**src/rtl/ssp_slv_frontend.sv**
```systemverilog
// SPI-slave (mode 0, MSB first) front end feeding the SSP_UART register port.
// Build option: define SSP_FRAME_ERR_EN to enable the Frame_Err framing-error strobe.
module ssp_slv_frontend #(
  parameter int SYNC_STAGES = 2,
  parameter int FRAME_LEN   = 16
) (
  input  logic        Clk,
  input  logic        Rst,
  input  logic        SSEL_n,
  input  logic        SCK,
  input  logic        MOSI,
  output logic        MISO,
  output logic        MISO_OE,
  input  logic [11:0] SSP_DO,
  output logic        SSP_SSEL,
  output logic        SSP_SCK,
  output logic [2:0]  SSP_RA,
  output logic        SSP_WnR,
  output logic        SSP_En,
  output logic        SSP_EOC,
  output logic [11:0] SSP_DI,
  output logic        Frame_Err
);

  if (FRAME_LEN != 16) begin : g_bad_frame_len
    $error("ssp_slv_frontend: FRAME_LEN must be 16");
  end
  if (SYNC_STAGES < 2 || SYNC_STAGES > 4) begin : g_bad_sync_stages
    $error("ssp_slv_frontend: SYNC_STAGES must be 2..4");
  end

  typedef enum logic [1:0] {IDLE, HDR, DATA, DONE} state_t;

  logic [SYNC_STAGES-1:0] ssel_sync_reg, sck_sync_reg, mosi_sync_reg;
  logic        sck_dly_reg;
  state_t      state_reg;
  logic [4:0]  bit_cnt_reg;
  logic [10:0] rx_reg;
  logic [10:0] tx_reg;

  logic        sel_now, sck_s, mosi_s, sck_rise, sck_fall;
  logic [11:0] rx_next;

  // SSEL_n resets to the deselected level so leaving reset never looks like a select.
  always_ff @(posedge Clk) begin
    if (!Rst) begin
      ssel_sync_reg <= '1;
      sck_sync_reg  <= '0;
      mosi_sync_reg <= '0;
      sck_dly_reg   <= 1'b0;
    end else begin
      ssel_sync_reg <= {ssel_sync_reg[SYNC_STAGES-2:0], SSEL_n};
      sck_sync_reg  <= {sck_sync_reg[SYNC_STAGES-2:0], SCK};
      mosi_sync_reg <= {mosi_sync_reg[SYNC_STAGES-2:0], MOSI};
      sck_dly_reg   <= sck_sync_reg[SYNC_STAGES-1];
    end
  end

  assign sel_now  = ~ssel_sync_reg[SYNC_STAGES-1];
  assign sck_s    = sck_sync_reg[SYNC_STAGES-1];
  assign mosi_s   = mosi_sync_reg[SYNC_STAGES-1];
  assign sck_rise = sck_s & ~sck_dly_reg;
  assign sck_fall = ~sck_s & sck_dly_reg;
  assign rx_next  = {rx_reg, mosi_s};
  assign SSP_SCK  = sck_dly_reg;

  always_ff @(posedge Clk) begin
    if (!Rst) begin
      state_reg   <= IDLE;
      bit_cnt_reg <= '0;
      rx_reg      <= '0;
      tx_reg      <= '0;
      MISO        <= 1'b0;
      MISO_OE     <= 1'b0;
      SSP_SSEL    <= 1'b0;
      SSP_RA      <= '0;
      SSP_WnR     <= 1'b0;
      SSP_En      <= 1'b0;
      SSP_EOC     <= 1'b0;
      SSP_DI      <= '0;
    end else begin
      SSP_SSEL <= sel_now;
      MISO_OE  <= sel_now;
      SSP_EOC  <= 1'b0;
      case (state_reg)
        IDLE: begin
          bit_cnt_reg <= '0;
          rx_reg      <= '0;
          MISO        <= 1'b0;
          if (sel_now) state_reg <= HDR;
        end
        HDR: begin
          if (!sel_now) begin
            state_reg <= IDLE;
            SSP_En    <= 1'b0;
          end else if (sck_rise) begin
            rx_reg      <= rx_next[10:0];
            bit_cnt_reg <= bit_cnt_reg + 5'd1;
            if (bit_cnt_reg == 5'd2) SSP_RA <= rx_next[2:0];
            if (bit_cnt_reg == 5'd3) begin
              SSP_WnR   <= mosi_s;
              SSP_En    <= 1'b1;
              tx_reg    <= SSP_DO[10:0];
              MISO      <= SSP_DO[11];
              state_reg <= DATA;
            end
          end
        end
        DATA: begin
          if (!sel_now) begin
            state_reg <= IDLE;
            SSP_En    <= 1'b0;
            MISO      <= 1'b0;
          end else if (sck_rise) begin
            rx_reg      <= rx_next[10:0];
            bit_cnt_reg <= bit_cnt_reg + 5'd1;
            if (bit_cnt_reg == 5'(FRAME_LEN - 1)) begin
              SSP_DI    <= rx_next;
              SSP_EOC   <= 1'b1;
              SSP_En    <= 1'b0;
              MISO      <= 1'b0;
              state_reg <= DONE;
            end
          end else if (sck_fall && bit_cnt_reg != 5'd4) begin
            // The fall right after the header keeps bit 11 up for the master's rise #5.
            MISO   <= tx_reg[10];
            tx_reg <= {tx_reg[9:0], 1'b0};
          end
        end
        DONE: begin
          MISO <= 1'b0;
          if (!sel_now) state_reg <= IDLE;
        end
        default: state_reg <= IDLE;
      endcase
    end
  end

`ifdef SSP_FRAME_ERR_EN
  logic frame_err_reg, extra_seen_reg;
  logic abort_evt, extra_evt;

  assign abort_evt = (state_reg == HDR || state_reg == DATA) && !sel_now;
  assign extra_evt = (state_reg == DONE) && sel_now && sck_rise;

  // Only the first surplus SCK rise in DONE is reported.
  always_ff @(posedge Clk) begin
    if (!Rst) begin
      frame_err_reg  <= 1'b0;
      extra_seen_reg <= 1'b0;
    end else begin
      frame_err_reg  <= abort_evt | (extra_evt & ~extra_seen_reg);
      extra_seen_reg <= (state_reg == DONE) ? (extra_seen_reg | extra_evt) : 1'b0;
    end
  end

  assign Frame_Err = frame_err_reg;
`else
  assign Frame_Err = 1'b0;
`endif

endmodule

```
**config.mk**
```make
export PLATFORM = sky130hd
export DESIGN_NAME = ssp_slv_frontend
export DESIGN_NICKNAME = d
export VERILOG_FILES = /design/src/rtl/ssp_slv_frontend.sv
export SDC_FILE = /design/constraint.sdc
export NUM_CORES = 1
export LEC_CHECK = 0
export CORE_MARGIN = 2
export CORE_UTILIZATION = 25
export CTS_BUF_LIST = sky130_fd_sc_hd__clkbuf_4
export DETAILED_ROUTE_END_ITERATION = 16
export SYNTH_ARGS = -nofsm -noshare
export SYNTH_HDL_FRONTEND = slang
export SYNTH_SLANG_ARGS = --single-unit
```
**constraint.sdc**
```tcl
create_clock -name Clk -period 1.8 [get_ports Clk]
set_input_delay 0.45 -clock Clk [delete_from_list [all_inputs] [get_ports Clk]]
set_output_delay 0.45 -clock Clk [all_outputs]
set_load 0.05 [all_outputs]
```
==> impl_results.md, run 1 <==
* Post-route minimum period at 1740 ps
* Placed cell area at 3030 sq um
* First-pass GRT wire length at 8700 microns
* Power density over the cells at 696 nW/um^2
* Filler instances at 1001
* Crit path buf inv count at 0
* H-tree levels at 2
* Mapped Nets at 305
* CTS tree: yes
* RSZ-0062 raised after global routing: yes
* Post-Synthesis Cells at 278
* Post-synthesis cell type count at 42
* Fin. max-slew vios at 0
* Via count at 1951
* Seq/Total Area, Yosys at 0.453
* Antenna viol nets, final at 0
* Final Hold Viols at 0
* Drt drc at 0
* Die Y-Extent at 104 microns
* Clock Sinks at 56
* Share of Yosys cell area claimed by the top area cell type at 0.453
* Comb pwr share at 0.111
* Sum Neg Setup Slack at 0 ps
* Max FFs per register at 12
* Clock root buffer master: clkbuf_4
* I/O pins at 40
* Max Root-Sink Buffers at 2
* Critical Path RT at 2090 ps
* Hold slack at 434 ps
* Slowest cell on crit path: or4b_4
* Synth Warn # at 0
* Worst Path Max Fanout at 4
* 1st-pass router iterations at 4
* Reg power frac at 0.574
* Static leakage at 1.24 nW
* Tcrit/Tclk final at 0.967
* Post-Syn Area at 2480 sq um
* Max cap viols at 0
* Clock Skew at 13.9 ps
* DR iter-0 viols at 51
* Dominant cell type by area after synthesis: dfxtp_1
* Internal Power at 0.00167 W
* Clock power frac at 0.315
* Synth Register Bits at 56
* Synth async-reset ratio at 0
* Status: complete, no violations
* Peak Freq at 0.575 GHz
* Avg Cell Area, Syn at 8.91 sq um
* Share of layout cells above drive strength 1 at 0.220
* Worst hold path class: flop to flop
* Port bufs at 38
* Pre-CTS worst setup slack at -11.3 ps
* Die W at 104 microns
* Crit path DAT at 2030 ps
* CP cell instances: ha_4, or4b_4, o31ai_4, a21oi_1, a311oi_1
* CP max stage delay at 520 ps
* Area contributors post-synth: dfxtp_1 (45%), nand2_1 (11%), mux2i_1 (6.9%)
* Initial Utilization at 0.256
* Setup violations, final at 0
* Via density at 4.29
* Max VDD drop at 0.310 mV
* Design Area, Final at 3190 sq um
* Crit path launch type: flop
* Gpl congestion at 0.747
* Final wirelength at 4840 microns
* Num CTS Buffers at 5
* WL/cell at 10.6 microns
* Critical path endpoint category: flop
* Rows at 36
* Post-DP HPWL at 3520 microns
* Total Routing Usage GR at 0.0949
* Initial antenna violation count at 0
* Clk slew on worst S/H paths at 170 ps
* Post-synth EDFFs at 0
* Final setup margin at 59.6 ps
* Most frequent cells after synthesis: nand2_1 (72), dfxtp_1 (56), a21oi_1 (26)
* Vias in the first global route at 1898
* Gr ovfl total at 0
* Core footprint at 9680 sq um
* Die ar. at 10700 sq um
* Ys flop type: dfxtp_1
* Net Switching at 0.000550 W
* Syn-to-layout area delta at 28.9%
* Total Nets Final at 348
* Worst skew pair latency at 370 ps
* Antenna cells at 0
* Top Family by Delay on Critical Path: compound AO/OA/AOI/OAI gates
* Largest net degree at the start of global routing at 26
* Most common cell in the netlist: nand2_1
* Critical path type: flop to flop
* Switching portion of total power at 0.247
metal layers:
metal / wire length (microns) / track usage / part of all wire
met1: 2380 / 0.127 / 0.49
met2: 2160 / 0.149 / 0.45
met3: 300 / 0.0334 / 0.062
met4: 0 / 0.0193 / 0
met5: 0 / 0 / 0
cell usage in the layout, fill, tap and decap left out, types with 2 or more instances in the layout:
cell             instances
dfxtp_2                  3
clkbuf_4                 5
o21ai_1                  2
buf_4                   32
dfxtp_1                 52
nand4_1                  3
and2_1                   5
nor2b_1                  2
xor2_1                   2
a21oi_1                 26
clkdlybuf4s50_1         16
a211oi_1                 3
and3_1                   2
nand2_1                 71
nand3_1                  2
mux2i_1                 17
ha_4                     3
nand2b_1                 6
buf_12                   4
nor2_1                  14
nand3b_1                 2
ha_1                     7
mux2_2                  10
inv_1                    7
timing repair:
item / CTS / global route
setup endpoints to repair: 2 / 27
setup buffers: 0 / 1
hold buffers: 0 / 0
pin swaps: 1 / 4
resized for setup: 1 / 16
worst reg2reg max path: stages (launching register included):
cell	delay [ps]
dfxtp_2	390
ha_4	150
or4b_4	520
o31ai_4	250
a21oi_1	90
a311oi_1	240
power by group through the flow:
| stage | sequential, W | combinational, W | clock [W] |
|---|---|---|---|
| floorplan | 0.00131 | 0.000141 | 0 |
| global placement | 0.00130 | 0.000239 | 0 |
| finish | 0.00128 | 0.000247 | 0.000700 |
| detailed placement | 0.00130 | 0.000242 | 0 |
| global route | 0.00128 | 0.000276 | 0.000779 |
| CTS | 0.00128 | 0.000243 | 0.000732 |
stage by stage:
stage                     cells   util  power (W)
after floorplan             278      -    0.00145
after global placement      446  0.313    0.00154
after detailed placement    446  0.313    0.00154
after CTS                   454  0.322    0.00225
after global routing        455  0.330    0.00234
final                       455  0.330    0.00222
cell type report:
class	instances	area, sq um	area share
clock buffers	5	37.5	0.0118
clock inverters	3	46.3	0.0145
inverters	7	26.3	0.00823
multi-input cells	198	1290	0.406
flip-flops and latches	56	1130	0.354
well taps	133	166	0.0521
repair buffers	53	492	0.154
worst paths after layout:
kind                    startpoint                to  slack (ps)  cells after the start
setup / recovery    bit_cnt_reg[1]              MISO          60                      5
hold / removal    ssel_sync_reg[0]  ssel_sync_reg[1]         430                      1
setup reg to reg    bit_cnt_reg[1]              MISO          60                      5
hold reg to reg   ssel_sync_reg[0]  ssel_sync_reg[1]         430                      1
cell families after synthesis:
kind of cell | share of synthesized area
XOR/XNOR | 0.0106
other | 0.00151
buffers and inverters | 0.0470
adder cells (fa/ha/maj) | 0.0505
flip-flops | 0.453
AO/OA/AOI/OAI | 0.0950
multiplexers | 0.114
AND/OR/NAND/NOR | 0.228
Power figures use the tool's default switching activity.
==> inputs of run 2 (changes only) <==
--- a/config.mk
+++ b/config.mk
@@ -9,6 +9,7 @@
 export CORE_UTILIZATION = 25
 export CTS_BUF_LIST = sky130_fd_sc_hd__clkbuf_4
 export DETAILED_ROUTE_END_ITERATION = 16
+export GPL_TIMING_DRIVEN = 0
 export SYNTH_ARGS = -nofsm -noshare
 export SYNTH_HDL_FRONTEND = slang
 export SYNTH_SLANG_ARGS = --single-unit
==> impl_results.md, run 2 (same netlist as run 1, synthesis figures left out) <==
* Critical path type: flop to output pin (was flop to flop)
* Relative slew slack at 0.644
* Clock root buffer master: clkbuf_4 (unchanged)
* Rows at 36 (unchanged)
* Via count at 1961 (was 1951)
* Tcrit/Tclk final at 0.969 (was 0.967)
* Via density at 4.27 (was 4.29)
* Largest net degree at the start of global routing at 17 (was 26)
* Syn-to-layout area delta at 27.1% (was 28.9%)
* I/O pins at 40 (unchanged)
* Multi-input logic area at 1290 sq um (about the same)
* Clock Skew at 8.57 ps (was 13.9 ps)
* Clk slew on worst S/H paths at 150 ps (was 170 ps)
* Setup violations, final at 0 (unchanged)
* Worst Path Max Fanout at 6 (was 4)
* Worst hold path class: flop to flop (unchanged)
* Power density over the cells at 647 nW/um^2 (was 696 nW/um^2)
* RSZ-0062 raised after global routing: no (was yes)
* Worst skew pair latency at 370 ps (about the same)
* Hold slack at 428 ps (was 434 ps)
* Most frequent cells in the layout: nand2_1 (71), dfxtp_1 (52), a21oi_1 (26), dlygate4sd2_1 (18), mux2i_1 (17) (was nand2_1 (71), dfxtp_1 (52), buf_4 (32), a21oi_1 (26), mux2i_1 (17))
* Sum Neg Setup Slack at 0 ps (unchanged)
* Share of layout cells above drive strength 1 at 0.163 (was 0.220)
* H-tree levels at 2 (unchanged)
* Die Y-Extent at 104 microns (unchanged)
* Max FFs per register at 12 (unchanged)
* Final Hold Viols at 0 (unchanged)
* Slew @ Worst Pin at 534 ps
* Sequential Area at 1130 sq um (unchanged)
* Critical path endpoint category: output pin (was flop)
* Total Routing Usage GR at 0.0968 (was 0.0949)
* Antenna cells at 0 (unchanged)
* Status: complete, no violations (unchanged)
* Antenna viol nets, final at 0 (unchanged)
* First-pass GRT wire length at 8680 microns (was 8700 microns)
* Initial antenna violation count at 0 (unchanged)
* Clock Sinks at 56 (unchanged)
* Gpl congestion at 0.737 (was 0.747)
* Die W at 104 microns (unchanged)
* Static leakage at 1.26 nW (was 1.24 nW)
* Peak Freq at 0.573 GHz (was 0.575 GHz)
* Drt drc at 0 (unchanged)
* Gr ovfl total at 0 (unchanged)
* Fin. max-slew vios at 0 (unchanged)
* WL/cell at 11.1 microns (was 10.6 microns)
* Post-DP HPWL at 3710 microns (was 3520 microns)
* Final wirelength at 5080 microns (was 4840 microns)
* Die ar. at 10700 sq um (unchanged)
* Port bufs at 38 (unchanged)
* Core footprint at 9680 sq um (unchanged)
* Top Family by Delay on Critical Path: flip-flops (was compound AO/OA/AOI/OAI gates)
* CP cell instances: clkdlybuf4s18_2 (was ha_4, or4b_4, o31ai_4, a21oi_1, a311oi_1)
* Crit path launch type: flop (unchanged)
* Max VDD drop at 0.255 mV (was 0.310 mV)
* Final setup margin at 56.1 ps (was 59.6 ps)
* Vias in the first global route at 1885 (was 1898)
* Commonest non-fill, non-tap cell in the layout: nand2_1 (unchanged)
* Initial Utilization at 0.256 (unchanged)
* Total Nets Final at 353 (was 348)
* CTS tree: yes (unchanged)
* Num CTS Buffers at 5 (unchanged)
* Post-layout util at 0.325 (was 0.330)
* Pre-CTS worst setup slack at -311 ps (was -11.3 ps)
* Slowest cell on crit path: dfxtp_1 (was or4b_4)
* Crit path DAT at 1290 ps (was 2030 ps)
* Crit path buf inv count at 1 (was 0)
* Critical Path RT at 1350 ps (was 2090 ps)
* Filler instances at 1043 (was 1001)
* Max Root-Sink Buffers at 2 (unchanged)
* 1st-pass router iterations at 4 (unchanged)
* DR iter-0 viols at 71 (was 51)
* CP max stage delay at 500 ps (was 520 ps)
* Post-route minimum period at 1740 ps (about the same)
* Max cap viols at 0 (unchanged)
==> run 2: cell count changes in the layout (fill, tap and decap cells not counted), sizes merged <==
| cell | change |
|---|---|
| clkdlybuf4s15 | +1 |
| clkdlybuf4s18 | +1 |
| clkinv | +1 |
| inv | -1 |
| clkbuf | +12 |
| buf | -27 |
| dlygate4sd2 | +18 |
| bufinv | -1 |
==> run 2: cell type report <==
type,count,share of cell area
well taps,133,0.0529
multi-input cells,198,0.411
flip-flops and latches,56,0.359
plain buffers,17,0.0358
repair buffers,41,0.118
inverters,7,0.00835
clock buffers,5,0.0119
clock inverters,2,0.00397
==> run 2: per-stage QoR <==
stage / instances / cell area, sq um / total power (W)
floorplan: 278 / 2480 / 0.00145
global placement: 449 / 3020 / 0.00153
detailed placement: 449 / 3020 / 0.00154
CTS: 458 / 3100 / 0.00206
global route: 459 / 3150 / 0.00214
finish: 459 / 3150 / 0.00204
==> run 2: metal layers <==
layer  up-vias  wire length, microns  track usage  share of wire
met4         0                     0       0.0174              0
met3         0                   329       0.0289          0.065
met5         -                     0            0              0
met2        50                  2340        0.167           0.46
li1       1020                     -            -              -
met1       891                  2410        0.121           0.47
==> run 2: path summary, 6_finish.rpt <==
check,to,cells past startpoint,start,slack (ps)
hold / removal,ssel_sync_reg[1],1,ssel_sync_reg[0],430
hold reg to reg,ssel_sync_reg[1],1,ssel_sync_reg[0],430
setup / recovery,SSP_SCK,1,SSP_SCK,60
setup reg to reg,SSP_En,5,bit_cnt_reg[0],90
==> run 2: report_power, final <==
part / switching [W] / internal, W / total (W)
Clock: 0.000377 / 0.000144 / 0.000521
Sequential: 0.0000138 / 0.00126 / 0.00127
Combinational: 0.000136 / 0.000106 / 0.000242
Total: 0.000527 / 0.00151 / 0.00204
==> run 2: timing repair <==
item                       4_1_cts  5_1_grt
hold buffers                     0        0
gates cloned                     0        0
pin swaps                        0        3
setup buffers                    2        1
resized for setup               37       24
setup endpoints to repair       60       42
